--- src/rtl/mem_port_arbiter.sv ---
// mem_port_arbiter: shares one single-ported unified memory between the
// instruction-fetch requester (IF) and the data requester (MEM stage).
// Each granted access occupies the memory for WAIT_CYCLES cycles and
// returns a one-cycle acknowledge with the read data. Data requests win
// ties, but after STARVE_MAX consecutive data wins over a pending fetch,
// the fetch is granted.
//
// Ports:
//   clk, rst                 clock, asynchronous active-low reset
//   if_req/if_addr           fetch request (held until if_ack) and address
//   if_rdata/if_ack          fetch read data and one-cycle completion pulse
//   d_req/d_we/d_addr/d_wdata data request (held until d_ack) and payload
//   d_rdata/d_ack            data read data and one-cycle completion pulse
//   stall                    combinational pipeline freeze request
//   mem_en/mem_we/mem_addr/mem_wdata  memory command (registered)
//   mem_rdata                memory read data, valid on the last access cycle
//
// Optional feature: define ARB_PERF_CNT_EN to add the perf_if_wait and
// perf_d_wait outputs. Each counts the cycles its requester spends waiting
// (req high, ack low).
module mem_port_arbiter #(
  parameter int unsigned ADDR_W      = 32,
  parameter int unsigned DATA_W      = 32,
  parameter int unsigned WAIT_CYCLES = 2,
  parameter int unsigned STARVE_MAX  = 3
) (
  input  logic              clk,
  input  logic              rst,
  input  logic              if_req,
  input  logic [ADDR_W-1:0] if_addr,
  output logic [DATA_W-1:0] if_rdata,
  output logic              if_ack,
  input  logic              d_req,
  input  logic              d_we,
  input  logic [ADDR_W-1:0] d_addr,
  input  logic [DATA_W-1:0] d_wdata,
  output logic [DATA_W-1:0] d_rdata,
  output logic              d_ack,
  output logic              stall,
  output logic              mem_en,
  output logic              mem_we,
  output logic [ADDR_W-1:0] mem_addr,
  output logic [DATA_W-1:0] mem_wdata,
`ifdef ARB_PERF_CNT_EN
  output logic [31:0]       perf_if_wait,
  output logic [31:0]       perf_d_wait,
`endif
  input  logic [DATA_W-1:0] mem_rdata
);

  localparam int unsigned CNT_W    = 4;
  localparam int unsigned STARVE_W = 4;

  typedef enum logic [1:0] {ST_IDLE, ST_ACCESS, ST_DONE} state_e;
  typedef enum logic [1:0] {GNT_NONE, GNT_IF, GNT_D} grant_e;

  state_e              state_q, state_d;
  grant_e              grant_q, grant_d;
  logic [CNT_W-1:0]    cnt_q, cnt_d;
  logic [STARVE_W-1:0] starve_q, starve_d;
  logic                if_ack_q, if_ack_d;
  logic                d_ack_q, d_ack_d;
  logic                mem_en_q, mem_en_d;
  logic                mem_we_q, mem_we_d;
  logic [ADDR_W-1:0]   mem_addr_q, mem_addr_d;
  logic [DATA_W-1:0]   mem_wdata_q, mem_wdata_d;
  logic [DATA_W-1:0]   if_rdata_q, if_rdata_d;
  logic [DATA_W-1:0]   d_rdata_q, d_rdata_d;
  logic                starve_hit;

  assign starve_hit = (starve_q == STARVE_W'(STARVE_MAX));

  // State register
  always_ff @(posedge clk or negedge rst) begin
    if (!rst) begin
      state_q     <= ST_IDLE;
      grant_q     <= GNT_NONE;
      cnt_q       <= '0;
      starve_q    <= '0;
      if_ack_q    <= 1'b0;
      d_ack_q     <= 1'b0;
      mem_en_q    <= 1'b0;
      mem_we_q    <= 1'b0;
      mem_addr_q  <= '0;
      mem_wdata_q <= '0;
      if_rdata_q  <= '0;
      d_rdata_q   <= '0;
    end else begin
      state_q     <= state_d;
      grant_q     <= grant_d;
      cnt_q       <= cnt_d;
      starve_q    <= starve_d;
      if_ack_q    <= if_ack_d;
      d_ack_q     <= d_ack_d;
      mem_en_q    <= mem_en_d;
      mem_we_q    <= mem_we_d;
      mem_addr_q  <= mem_addr_d;
      mem_wdata_q <= mem_wdata_d;
      if_rdata_q  <= if_rdata_d;
      d_rdata_q   <= d_rdata_d;
    end
  end

  // Next-state: arbitrate in IDLE, count down in ACCESS, ack for one cycle in DONE
  always_comb begin
    state_d     = state_q;
    grant_d     = grant_q;
    cnt_d       = cnt_q;
    starve_d    = starve_q;
    if_ack_d    = if_ack_q;
    d_ack_d     = d_ack_q;
    mem_en_d    = mem_en_q;
    mem_we_d    = mem_we_q;
    mem_addr_d  = mem_addr_q;
    mem_wdata_d = mem_wdata_q;
    if_rdata_d  = if_rdata_q;
    d_rdata_d   = d_rdata_q;

    case (state_q)
      ST_IDLE: begin
        if (d_req && !(if_req && starve_hit)) begin
          grant_d     = GNT_D;
          mem_addr_d  = d_addr;
          mem_we_d    = d_we;
          mem_wdata_d = d_wdata;
          mem_en_d    = 1'b1;
          cnt_d       = CNT_W'(WAIT_CYCLES - 1);
          state_d     = ST_ACCESS;
          // Data beat a waiting fetch: one step closer to forcing the fetch
          if (if_req && !starve_hit) begin
            starve_d = starve_q + STARVE_W'(1);
          end
        end else if (if_req) begin
          grant_d    = GNT_IF;
          mem_addr_d = if_addr;
          mem_we_d   = 1'b0;
          mem_en_d   = 1'b1;
          cnt_d      = CNT_W'(WAIT_CYCLES - 1);
          state_d    = ST_ACCESS;
          starve_d   = '0;
        end
      end

      ST_ACCESS: begin
        if (cnt_q != '0) begin
          cnt_d = cnt_q - CNT_W'(1);
        end else begin
          // Writes also capture mem_rdata; the value is meaningless but harmless
          if (grant_q == GNT_IF) begin
            if_rdata_d = mem_rdata;
            if_ack_d   = 1'b1;
          end else begin
            d_rdata_d = mem_rdata;
            d_ack_d   = 1'b1;
          end
          mem_en_d = 1'b0;
          mem_we_d = 1'b0;
          state_d  = ST_DONE;
        end
      end

      ST_DONE: begin
        if_ack_d = 1'b0;
        d_ack_d  = 1'b0;
        grant_d  = GNT_NONE;
        state_d  = ST_IDLE;
      end

      default: begin
        state_d = ST_IDLE;
      end
    endcase
  end

  assign if_ack    = if_ack_q;
  assign d_ack     = d_ack_q;
  assign if_rdata  = if_rdata_q;
  assign d_rdata   = d_rdata_q;
  assign mem_en    = mem_en_q;
  assign mem_we    = mem_we_q;
  assign mem_addr  = mem_addr_q;
  assign mem_wdata = mem_wdata_q;

  // Pipeline freeze while any requester is still waiting for its ack
  assign stall = (if_req & ~if_ack_q) | (d_req & ~d_ack_q);

`ifdef ARB_PERF_CNT_EN
  localparam int unsigned PERF_W = 32;

  logic [PERF_W-1:0] perf_if_q, perf_if_d;
  logic [PERF_W-1:0] perf_d_q, perf_d_d;

  // Wait-cycle counters, wrapping naturally
  always_comb begin
    perf_if_d = perf_if_q;
    perf_d_d  = perf_d_q;
    if (if_req && !if_ack_q) perf_if_d = perf_if_q + PERF_W'(1);
    if (d_req && !d_ack_q)   perf_d_d  = perf_d_q + PERF_W'(1);
  end

  always_ff @(posedge clk or negedge rst) begin
    if (!rst) begin
      perf_if_q <= '0;
      perf_d_q  <= '0;
    end else begin
      perf_if_q <= perf_if_d;
      perf_d_q  <= perf_d_d;
    end
  end

  assign perf_if_wait = perf_if_q;
  assign perf_d_wait  = perf_d_q;
`endif

endmodule

--- config.mk ---
export PLATFORM = sky130hd
export DESIGN_NAME = mem_port_arbiter
export DESIGN_NICKNAME = d
export VERILOG_FILES = /design/src/rtl/mem_port_arbiter.sv
export SDC_FILE = /design/constraint.sdc
export NUM_CORES = 1
export LEC_CHECK = 0
export CORE_MARGIN = 1
export CORE_UTILIZATION = 47
export CTS_BUF_LIST = sky130_fd_sc_hd__clkbuf_8
export CTS_CLUSTER_SIZE = 16
export DETAILED_ROUTE_END_ITERATION = 12
export PLACE_DENSITY_LB_ADDON = 0.15
export SLEW_MARGIN = 10
export SYNTH_ARGS = -nofsm -noshare
export SYNTH_HDL_FRONTEND = slang
export SYNTH_SLANG_ARGS = --single-unit
--- constraint.sdc ---
create_clock -name clk -period 5.31 [get_ports clk]
set_input_delay 1.062 -clock clk [delete_from_list [all_inputs] [get_ports clk]]
set_output_delay 1.062 -clock clk [all_outputs]
set_load 0.02 [all_outputs]
==> impl_results.html <==
<table>
<tr><th>Metric</th><th>Value</th></tr>
<tr><th colspan="2">Timing</th></tr>
<tr><td>Worst Hold Slack</td><td>0.499 ns</td></tr>
<tr><td>Upper clock frequency limit</td><td>277 MHz</td></tr>
<tr><td>Max-slew headroom</td><td>0.199</td></tr>
<tr><td>Final count of pins violating max slew</td><td>0</td></tr>
<tr><td>Final hold violation count</td><td>0</td></tr>
<tr><td>Setup-violating endpoint count in the final report</td><td>0</td></tr>
<tr><td>Min Clock Period, post-route</td><td>3.61 ns</td></tr>
<tr><td>Worst setup skew after layout</td><td>0.00822 ns</td></tr>
<tr><td>Worst Max-Slew Pin Slew</td><td>1.20 ns</td></tr>
<tr><td>RSZ-0062 raised after global routing</td><td>false</td></tr>
<tr><td>Setup TNS</td><td>0 ns</td></tr>
<tr><td>Fin crit share</td><td>0.680</td></tr>
<tr><th colspan="2">Hold path</th></tr>
<tr><td>Min-Delay Path Class</td><td>flop to flop</td></tr>
<tr><th colspan="2">Finish</th></tr>
<tr><td>Most frequent standard cell in the layout excluding fill and tap cells</td><td>sky130_fd_sc_hd__clkdlybuf4s50_1</td></tr>
<tr><td>Highest-count cells in the layout ignoring fill and taps</td><td>264 x sky130_fd_sc_hd__clkdlybuf4s50_1, 144 x sky130_fd_sc_hd__dfrtp_1, 68 x sky130_fd_sc_hd__mux2_2</td></tr>
<tr><td>Area delta synth-&gt;final</td><td>52.0%</td></tr>
<tr><td>Fraction of layout cells with a size suffix above 1</td><td>0.193</td></tr>
<tr><td>Number of nets in the final layout</td><td>863</td></tr>
<tr><td>Final antenna diode count</td><td>0</td></tr>
<tr><td>Number of cells in the finished layout apart from fillers</td><td>912</td></tr>
<tr><th colspan="2">Setup path</th></tr>
<tr><td>Required time of the critical path</td><td>4.25 ns</td></tr>
<tr><td>Arrival time of the worst setup path</td><td>2.55 ns</td></tr>
<tr><td>Type of the setup path with the least slack</td><td>primary input to output pin</td></tr>
<tr><td>Critical path peak fanout</td><td>6</td></tr>
<tr><td>Capturing element type of the critical path</td><td>output pin</td></tr>
<tr><td>Element type at the critical path start</td><td>primary input</td></tr>
<tr><th colspan="2">CTS</th></tr>
<tr><td>Post-CTS setup buffer count</td><td>0</td></tr>
<tr><td>Gates resized, CTS repair</td><td>0</td></tr>
<tr><td>CTS tree</td><td>done</td></tr>
<tr><td>Clock Path Buffers</td><td>2</td></tr>
<tr><td>Deepest level of the CTS H-tree</td><td>4</td></tr>
<tr><td>Clock input transition at the sequential cells of the worst setup and hold paths</td><td>0.08 ns</td></tr>
<tr><td>Hold-fix buffer count after cts</td><td>0</td></tr>
<tr><td>Clock Sinks</td><td>144</td></tr>
<tr><td>Total clock buffers created by CTS</td><td>17</td></tr>
<tr><td>Worst-skew pair later-pin latency</td><td>0.44 ns</td></tr>
<tr><td>Cell chosen for the clock root</td><td>sky130_fd_sc_hd__clkbuf_8</td></tr>
<tr><th colspan="2">Power and ir drop</th></tr>
<tr><td>Maximum ir drop on the vdd rail</td><td>302 µV</td></tr>
<tr><td>Leakage power of the design</td><td>3.92 nW</td></tr>
<tr><td>Areal power density over the cells</td><td>650 nW/µm²</td></tr>
<tr><th colspan="2">Run status</th></tr>
<tr><td>Outcome</td><td>finished, final reports clean</td></tr>
<tr><th colspan="2">Synth</th></tr>
<tr><td>Number of nets in the synthesized netlist</td><td>617</td></tr>
<tr><td>Number of different library cells in the post-synthesis netlist</td><td>36</td></tr>
<tr><td>Count of yosys warnings during synthesis</td><td>0</td></tr>
<tr><td>Number of register bits inferred by synthesis</td><td>144</td></tr>
<tr><td>Proportion of synthesized chip area in sequential cells</td><td>0.582</td></tr>
<tr><td>Post-synthesis instance area</td><td>6190 µm²</td></tr>
<tr><td>Predominant post-synthesis flop cell</td><td>sky130_fd_sc_hd__dfrtp_1</td></tr>
<tr><td>EDFF count, synth</td><td>0</td></tr>
<tr><td>Share of async-settable or async-resettable flops after synthesis</td><td>1.00</td></tr>
<tr><td>Average cell area after synthesis</td><td>12.9 µm²</td></tr>
<tr><td>Post-Synthesis Cells</td><td>481</td></tr>
<tr><th colspan="2">Route</th></tr>
<tr><td>Router iterations before antenna repair</td><td>4</td></tr>
<tr><td>Post-DR vias/cell</td><td>5.45</td></tr>
<tr><td>Routed wire length</td><td>16400 µm</td></tr>
<tr><td>DRT iter0 DRCs</td><td>270</td></tr>
<tr><td>Total via count in the routed design</td><td>4972</td></tr>
<tr><td>Average wire length per cell after detail routing</td><td>18.0 µm</td></tr>
<tr><td>Post-route ant nets</td><td>0</td></tr>
<tr><td>DRC</td><td>0</td></tr>
<tr><th colspan="2">Global route</th></tr>
<tr><td>Wire length of the first global-routing pass</td><td>25100 µm</td></tr>
<tr><td>Initial antenna violation count</td><td>0</td></tr>
<tr><td>Via count of the first global-routing pass</td><td>4941</td></tr>
<tr><td>Grt ovf</td><td>0</td></tr>
<tr><td>Pin count of the biggest net entering global routing</td><td>104</td></tr>
<tr><td>Global-route usage over all layers</td><td>0.244</td></tr>
<tr><th colspan="2">Floorplanning</th></tr>
<tr><td>Number of cell rows</td><td>41</td></tr>
<tr><td>Horizontal die dimension</td><td>117 µm</td></tr>
<tr><td>Area enclosed by the die boundary</td><td>13600 µm²</td></tr>
<tr><td>Starting density of the core</td><td>0.487</td></tr>
<tr><td>Number of ports placed on the die boundary</td><td>266</td></tr>
<tr><td>Die height</td><td>117 µm</td></tr>
<tr><td>Core Box Area</td><td>12700 µm²</td></tr>
<tr><th colspan="2">Placement</th></tr>
<tr><td>Hpwl dp</td><td>11400 µm</td></tr>
<tr><td>Placer congestion estimate</td><td>0.765</td></tr>
<tr><td>Total placed cells including tap cells</td><td>880</td></tr>
<tr><td># port buffers</td><td>265</td></tr>
<tr><th colspan="2">Flow run</th></tr>
<tr><td>Max-cap violations</td><td>0</td></tr>
</table>
area by class of cell:
class / instances / area, µm²
clock buffers: 23 / 317
clock inverters: 9 / 199
fillers: 899 / 3310
inverters: 5 / 18.8
multi-input cells: 288 / 2360
flip-flops and latches: 144 / 3600
well taps: 172 / 215
repair buffers: 271 / 2700
registers in the layout, summed over array words and instances, names as in the netlist:
register,cells
d_rdata,32
if_rdata,32
mem_addr,32
mem_wdata,32
cnt_q,4
starve_q,4
grant_q,2
state_q,2
d_ack,1
if_ack,1
mem_en,1
mem_we,1
worst paths after layout:
check | start | endpoint | slack (ns) | cells past startpoint
setup / recovery | if_req | stall | 1.70 | 4
hold / removal | cnt_q[3]$_DFFE_PN0P_ | cnt_q[3]$_DFFE_PN0P_ | 0.50 | 1
setup reg to reg | starve_q[0]$_DFFE_PN0P_ | mem_addr[24]$_DFFE_PN0P_ | 2.51 | 4
hold reg to reg | cnt_q[3]$_DFFE_PN0P_ | cnt_q[3]$_DFFE_PN0P_ | 0.50 | 1
max in group asynchronous | rst | if_rdata[11]$_DFFE_PN0P_ | 3.44 | 2
min in group asynchronous | rst | if_rdata[14]$_DFFE_PN0P_ | 0.71 | 1
worst max-delay path: stages:
cell and delay, ns:
sky130_fd_sc_hd__clkdlybuf4s50_1 0.58, sky130_fd_sc_hd__inv_1 0.07, sky130_fd_sc_hd__o22ai_1 0.16, sky130_fd_sc_hd__clkdlybuf4s50_1 0.67
kinds of logic (layout without fill, tap and decap cells):
family                   after synthesis  in the layout  synth area share
flip-flops                           144            144             0.582
AND/OR/NAND/NOR                      104            104            0.0935
multiplexers                          99             99             0.197
AO/OA/AOI/OAI                         82             82            0.0820
buffers and inverters                 49            308            0.0396
adder cells (fa/ha/maj)                3              3           0.00606
cell usage after synthesis, drive strengths merged (3+ instances only):
library cell,instances,share of area
nand2,10,0.0061
nand4,32,0.032
nor2b,3,0.0030
inv,5,0.0030
ha,3,0.0061
nor2,5,0.0030
buf,12,0.017
o211ai,32,0.039
clkbuf,32,0.019
o21ai,41,0.033
o22ai,3,0.0030
nand3,39,0.032
dfrtp,144,0.58
mux2,97,0.19
where the power goes:
part           internal (W)  leakage [nW]  switching, W
clock network      0.000682         0.262      0.000402
logic               0.00160          1.94       0.00148
registers           0.00165          1.71      0.000306
routing by layer:
layer  vias to the layer above  track usage  routed length (µm)
li1                       2252            -                   -
met3                        30       0.0824                1510
met4                         0        0.100                 354
met1                      2459        0.291                6450
met2                       231        0.405                8060
met5                         -            0                   0
metrics by stage:
step	instance area, µm²	total power [W]	setup slack [ns]	util
floorplan	6190	0.00365	2.03	-
global placement	8900	0.00496	1.50	0.699
detailed placement	8900	0.00507	1.41	0.699
CTS	9410	0.00617	1.69	0.740
global route	9410	0.00646	1.61	0.740
finish	9410	0.00612	1.70	0.740
Note: power is estimated with default switching activity, not from simulation.
